$ cat src/rtl/spi_master_arb.sv
`default_nettype none
// ---------------------------------------------------------------------------
// spi_master_arb: round-robin arbiter sharing one SPI mode-3 master among NREQ
// byte-stream requesters; CS held across multi-byte transactions. Rev 1.0
// ---------------------------------------------------------------------------
module spi_master_arb #(
  parameter int NREQ     = 2,
  parameter int CLK_DIV  = 4,
  parameter int CS_SETUP = 2,
  localparam int IDW     = (NREQ > 1) ? $clog2(NREQ) : 1
) (
  input  logic              sys_clk,
  input  logic              sys_rst_n,
  input  logic [NREQ-1:0]   req_valid_i,
  input  logic [8*NREQ-1:0] req_data_i,
  input  logic [NREQ-1:0]   req_last_i,
  output logic [NREQ-1:0]   req_ready_o,
  output logic              rsp_valid_o,
  output logic [7:0]        rsp_data_o,
  output logic [IDW-1:0]    rsp_id_o,
  output logic              busy_o,
  output logic              spi_clk_o,
  output logic              spi_mosi_o,
  output logic              spi_cs_o,
  input  logic              spi_miso_i
);

  localparam int CNT_MAX = (CLK_DIV > CS_SETUP) ? CLK_DIV : CS_SETUP;
  localparam int CW      = (CNT_MAX > 1) ? $clog2(CNT_MAX) : 1;

  typedef enum logic [2:0] {
    IDLE  = 3'd0,
    SETUP = 3'd1,
    LOAD  = 3'd2,
    SHIFT = 3'd3,
    HOLD  = 3'd4
  } state_t;

  state_t         state_q, state_d;
  logic [IDW-1:0] gnt_q, gnt_d;
  logic [IDW-1:0] ptr_q, ptr_d;
  logic [CW-1:0]  cnt_q, cnt_d;
  logic [2:0]     bit_q, bit_d;
  logic [7:0]     tx_q, tx_d;
  logic [7:0]     rx_q, rx_d;
  logic           last_q, last_d;
  logic           sclk_q, sclk_d;
  logic           mosi_q, mosi_d;
  logic           cs_q, cs_d;
  logic           rsp_valid_q, rsp_valid_d;
  logic [7:0]     rsp_data_q, rsp_data_d;
  logic [IDW-1:0] rsp_id_q, rsp_id_d;

  logic [NREQ-1:0] rot;
  logic            arb_hit;
  logic [IDW-1:0]  arb_idx;
  logic            sel_valid;
  logic [7:0]      sel_data;
  logic            sel_last;

  // Rotate valids so bit 0 is the requester at the RR pointer.
  always_comb begin
    rot     = NREQ'({req_valid_i, req_valid_i} >> ptr_q);
    arb_hit = 1'b0;
    arb_idx = '0;
    for (int k = 0; k < NREQ; k++) begin
      if (!arb_hit && rot[k]) begin
        arb_hit = 1'b1;
        arb_idx = (int'(ptr_q) + k >= NREQ) ? IDW'(int'(ptr_q) + k - NREQ)
                                            : IDW'(int'(ptr_q) + k);
      end
    end
  end

  always_comb begin
    sel_valid   = 1'b0;
    sel_data    = '0;
    sel_last    = 1'b0;
    req_ready_o = '0;
    for (int k = 0; k < NREQ; k++) begin
      if (gnt_q == IDW'(k)) begin
        sel_valid      = req_valid_i[k];
        sel_data       = req_data_i[8*k +: 8];
        sel_last       = req_last_i[k];
        req_ready_o[k] = (state_q == LOAD);
      end
    end
  end

  always_comb begin
    state_d     = state_q;
    gnt_d       = gnt_q;
    ptr_d       = ptr_q;
    cnt_d       = cnt_q;
    bit_d       = bit_q;
    tx_d        = tx_q;
    rx_d        = rx_q;
    last_d      = last_q;
    sclk_d      = sclk_q;
    mosi_d      = mosi_q;
    cs_d        = cs_q;
    rsp_valid_d = 1'b0;
    rsp_data_d  = rsp_data_q;
    rsp_id_d    = rsp_id_q;
    unique case (state_q)
      IDLE: begin
        if (arb_hit) begin
          gnt_d   = arb_idx;
          cs_d    = 1'b0;
          cnt_d   = '0;
          state_d = SETUP;
        end
      end
      SETUP: begin
        if (cnt_q == CW'(CS_SETUP - 1)) begin
          cnt_d   = '0;
          state_d = LOAD;
        end else begin
          cnt_d = cnt_q + CW'(1);
        end
      end
      LOAD: begin
        // First SCLK fall coincides with capture; MSB is already on MOSI.
        if (sel_valid) begin
          tx_d    = {sel_data[6:0], 1'b0};
          mosi_d  = sel_data[7];
          last_d  = sel_last;
          cnt_d   = '0;
          bit_d   = '0;
          sclk_d  = 1'b0;
          state_d = SHIFT;
        end
      end
      SHIFT: begin
        if (cnt_q != CW'(CLK_DIV - 1)) begin
          cnt_d = cnt_q + CW'(1);
        end else begin
          cnt_d = '0;
          if (!sclk_q) begin
            sclk_d = 1'b1;
            rx_d   = {rx_q[6:0], spi_miso_i};
          end else if (bit_q == 3'd7) begin
            rsp_valid_d = 1'b1;
            rsp_data_d  = rx_q;
            rsp_id_d    = gnt_q;
            state_d     = last_q ? HOLD : LOAD;
          end else begin
            bit_d  = bit_q + 3'd1;
            sclk_d = 1'b0;
            mosi_d = tx_q[7];
            tx_d   = {tx_q[6:0], 1'b0};
          end
        end
      end
      HOLD: begin
        if (cnt_q == CW'(CS_SETUP - 1)) begin
          cnt_d   = '0;
          cs_d    = 1'b1;
          ptr_d   = (gnt_q == IDW'(NREQ - 1)) ? '0 : gnt_q + IDW'(1);
          state_d = IDLE;
        end else begin
          cnt_d = cnt_q + CW'(1);
        end
      end
      default: state_d = IDLE;
    endcase
  end

  always_ff @(posedge sys_clk) begin
    if (!sys_rst_n) begin
      state_q     <= IDLE;
      gnt_q       <= '0;
      ptr_q       <= '0;
      cnt_q       <= '0;
      bit_q       <= '0;
      tx_q        <= '0;
      rx_q        <= '0;
      last_q      <= 1'b0;
      sclk_q      <= 1'b1;
      mosi_q      <= 1'b0;
      cs_q        <= 1'b1;
      rsp_valid_q <= 1'b0;
      rsp_data_q  <= '0;
      rsp_id_q    <= '0;
    end else begin
      state_q     <= state_d;
      gnt_q       <= gnt_d;
      ptr_q       <= ptr_d;
      cnt_q       <= cnt_d;
      bit_q       <= bit_d;
      tx_q        <= tx_d;
      rx_q        <= rx_d;
      last_q      <= last_d;
      sclk_q      <= sclk_d;
      mosi_q      <= mosi_d;
      cs_q        <= cs_d;
      rsp_valid_q <= rsp_valid_d;
      rsp_data_q  <= rsp_data_d;
      rsp_id_q    <= rsp_id_d;
    end
  end

  assign rsp_valid_o = rsp_valid_q;
  assign rsp_data_o  = rsp_data_q;
  assign rsp_id_o    = rsp_id_q;
  assign busy_o      = (state_q != IDLE);
  assign spi_clk_o   = sclk_q;
  assign spi_mosi_o  = mosi_q;
  assign spi_cs_o    = cs_q;

endmodule
`default_nettype wire

$ cat config.mk
export PLATFORM = sky130hd
export DESIGN_NAME = spi_master_arb
export DESIGN_NICKNAME = d
export VERILOG_FILES = /design/src/rtl/spi_master_arb.sv
export SDC_FILE = /design/constraint.sdc
export NUM_CORES = 1
export LEC_CHECK = 0
export CAP_MARGIN = 10
export CORE_UTILIZATION = 39
export CTS_BUF_LIST = sky130_fd_sc_hd__clkbuf_4 sky130_fd_sc_hd__clkbuf_8 sky130_fd_sc_hd__clkbuf_16
export DETAILED_ROUTE_END_ITERATION = 12
export MAX_ROUTING_LAYER = met4
export PLACE_DENSITY_LB_ADDON = 0.1
export RECOVER_POWER = 100
export SYNTH_ARGS = -nofsm -noshare
export SYNTH_HDL_FRONTEND = slang
export SYNTH_SLANG_ARGS = --single-unit
$ cat constraint.sdc
create_clock -name sys_clk -period 2.8 [get_ports sys_clk]
set_clock_uncertainty 0.05 [all_clocks]
set_input_delay 0.56 -clock sys_clk [delete_from_list [all_inputs] [get_ports sys_clk]]
set_output_delay 0.56 -clock sys_clk [all_outputs]
set_load 0.01 [all_outputs]
==> results of run 1 <==
## cells in the mapped netlist, drive strengths merged (2+ instances only)
cell | instances | area share, %
nand2 | 43 | 8.3
dfxtp | 39 | 40
mux2i | 29 | 16
nor2b | 12 | 3.9
a21boi | 10 | 3.9
buf | 10 | 3.0
nor2 | 8 | 2.1
o211ai | 7 | 2.7
clkbuf | 6 | 1.2
ha | 6 | 3.9
nand3 | 6 | 1.5
inv | 4 | 0.77
a21oi | 3 | 0.77
and3 | 3 | 0.96
o21ai | 3 | 0.77
and2 | 2 | 0.64
nand3b | 2 | 0.77
nor3 | 2 | 0.77
o21a | 2 | 0.77
o32ai | 2 | 1.3
## final timing paths
check,startpoint,end,slack (ns),cells after the start
worst min register to register,tx_q[1]$_SDFFE_PN0P_,tx_q[1]$_SDFFE_PN0P_,0.41,2
worst max-delay path,state_q[0]$_SDFFE_PN0P_,req_ready_o[0],0.35,3
worst max register to register,state_q[2]$_SDFFE_PN0P_,tx_q[5]$_SDFFE_PN0P_,0.50,5
worst min-delay path,tx_q[1]$_SDFFE_PN0P_,tx_q[1]$_SDFFE_PN0P_,0.41,2
## area by class of cell
| cell class | count | area (um2) |
|---|---|---|
| multi-input cells | 154 | 1050 |
| fillers | 478 | 2270 |
| clock buffers | 5 | 68.8 |
| well taps | 67 | 83.8 |
| inverters | 4 | 15.0 |
| clock inverters | 3 | 67.6 |
| repair buffers | 44 | 412 |
| flip-flops and latches | 39 | 781 |
## routing by layer
metal | global-route usage (%) | vias to the layer above
li1 | - | 809
met1 | 20.9 | 673
met2 | 25.5 | 21
met3 | 3.87 | 5
met4 | 5.23 | 0
met5 | - | -
## cells by family after synthesis
group / after synthesis / share of synthesized area [%]
DFF: 39 / 40.1
buffers and inverters: 20 / 4.88
AOI/OAI and AO/OA: 36 / 14.3
adders and majority gates: 6 / 3.85
muxes: 30 / 16.1
and+or+nand+nor: 81 / 20.3
xor gates and xnor gates: 1 / 0.450
## report_power, final
group	switching, mW	internal (mW)	leakage, nW
clock network	0.202	0.355	0.0644
logic	0.0556	0.0706	0.618
registers	0.0102	0.562	0.315
## registers in the layout (all words and copies together) (netlist names)
name         flops
bit_q            3
cnt_q            2
gnt_q            1
last_q           1
ptr_q            1
rsp_data_o       8
rsp_id_o         1
rsp_valid_o      1
rx_q             8
spi_clk_o        1
spi_cs_o         1
spi_mosi_o       1
state_q          3
tx_q             7
## worst max-delay path, delay by kind of cell (launching register included)
family	cells	cell delay [ns]
flops	1	0.42
simple gates	2	0.59
buf+inv	1	0.54
==> flow_summary_export.csv, run 1 <==
group,metric,value,unit
run_status,status,"finished clean",
placed_design,placed_cells,308,
finish,final_common_cell,"nand2_1",
cts,cts_tree,"done",
critical_path,critPathSlowestCell,"clkdlybuf4s50_1",
floorplan,rows,25,
drt,wl,3.66,mm
floorplan,initial_core_util,41.0,%
drt,ant_nets,0,
sta,timing.fmax,409,MHz
yosys,syn_avg_cell_area,9.15,um2
finish,drive_gt1_share,5.62,%
grt,grt_pass1_wl,6.52,mm
critical_path,required,2.19,ns
critical_path,path_max_fanout,13,
finish,final_nets,277,
yosys,synth-main-ff-cell,"dfxtp_1",
yosys,ys_ff_latch,39,
yosys,ys_seq_area_share,40.1,%
yosys,syn-instance-count,213,
sta,final_max_slew_viol_count,0,
cts,cts_root_buffer,"clkbuf_8",
pwr,pwr_density_cell,506,nW/um2
drt,drc,0,
critical_path,slowest_delay,0.54,ns
placed_design,post_dp_cell_area,2380,um2
floorplan,die_h,72.7,um
grt,overflow,0,
drt,drt_iter0_markers,68,
floorplan,io_pins,39,
finish,instances_no_fill,316,
yosys,async_reset_ff_share,0,%
grt,grt_pass1_vias,1456,
sta,tns,0,ns
sta,worst_slew_pin_slew,0.848,ns
cts,clk_latency,0.29,ns
floorplan,die_w,72.7,um
drt,drt_pass1_iterations,3,
drt,m1WireLength,1.85,mm
worst_hold_path,min_path_type,"flop to flop",
critical_path,path_class,"flop to primary output",
sta,min_period_over_period,87.4,%
floorplan,die_area,5280,um2
drt,top_layer,"met4",
finish,antenna_cells,0,
finish,fin_area,2480,um2
critical_path,start_kind,"flop",
floorplan,core_area,4750,um2
cts,cts_sinks,39,
drt,wl_met2,1.66,mm
critical_path,cp.arrival,1.84,ns
cts,clk_pin_slew,0.08,ns
yosys,synth_nets,242,
grt,grt_max_degree,52,
placed_design,dp_worst_setup_slack,0.542,ns
drt,viasPerCell,4.77,
placed_design,dpl.hpwl,2.59,mm
finish,area_delta_synth_final,27.4,%
sta,setup_viol,0,
drt,wl_met3,108,um
finish,final_cell_mix,"nand2_1, dfxtp_1, mux2i_1, clkdlybuf4s50_1, dlygate4sd3_1",
yosys,synthDistinctLibCells,43,
run,max-cap-violations,0,
cts,numCtsBuffers,5,
pwr,power,1.26,mW
grt,antenna_found_initial,0,
sta,period_needed,2.45,ns
critical_path,cp-end-kind,"primary output",
sta,hold_slack,0.410,ns
cts,h-tree-depth,2,
drt,dr_total_vias,1508,
yosys,synth_edf_count,0,
cts,clockBufferDepth,2,
pwr,p_leak,0.997,nW
critical_path,crit_chain,"or3b_1 > nor2_1 > clkdlybuf4s50_1",
yosys,yosys_warnings,0,
placed_design,io_buffers,38,
yosys,netlist_area,1950,um2
grt,grt_usage,16.3,%
placed_design,gp_congestion,0.695,
drt,wl_per_cell,11.6,um
finish,utilization,52.2,%
cts,cts_resized,0,
sta,hold_violations,0,
sta,fin_ws,0.352,ns
cts,cts_setup_buffers,0,
sta,rsz0062_at_grt,"false",
pwr,ir_drop,0.347,mV
sta,slew_headroom,43.5,%
cts,holdBufCountCts,0,
(Power assumes the default switching activity.)
==> run 2: changes to the inputs <==
SKIP_CTS_REPAIR_TIMING = 1   (was unset)
==> results of run 2 <==
Final layout, timing and power as in run 1 (identical DEF).
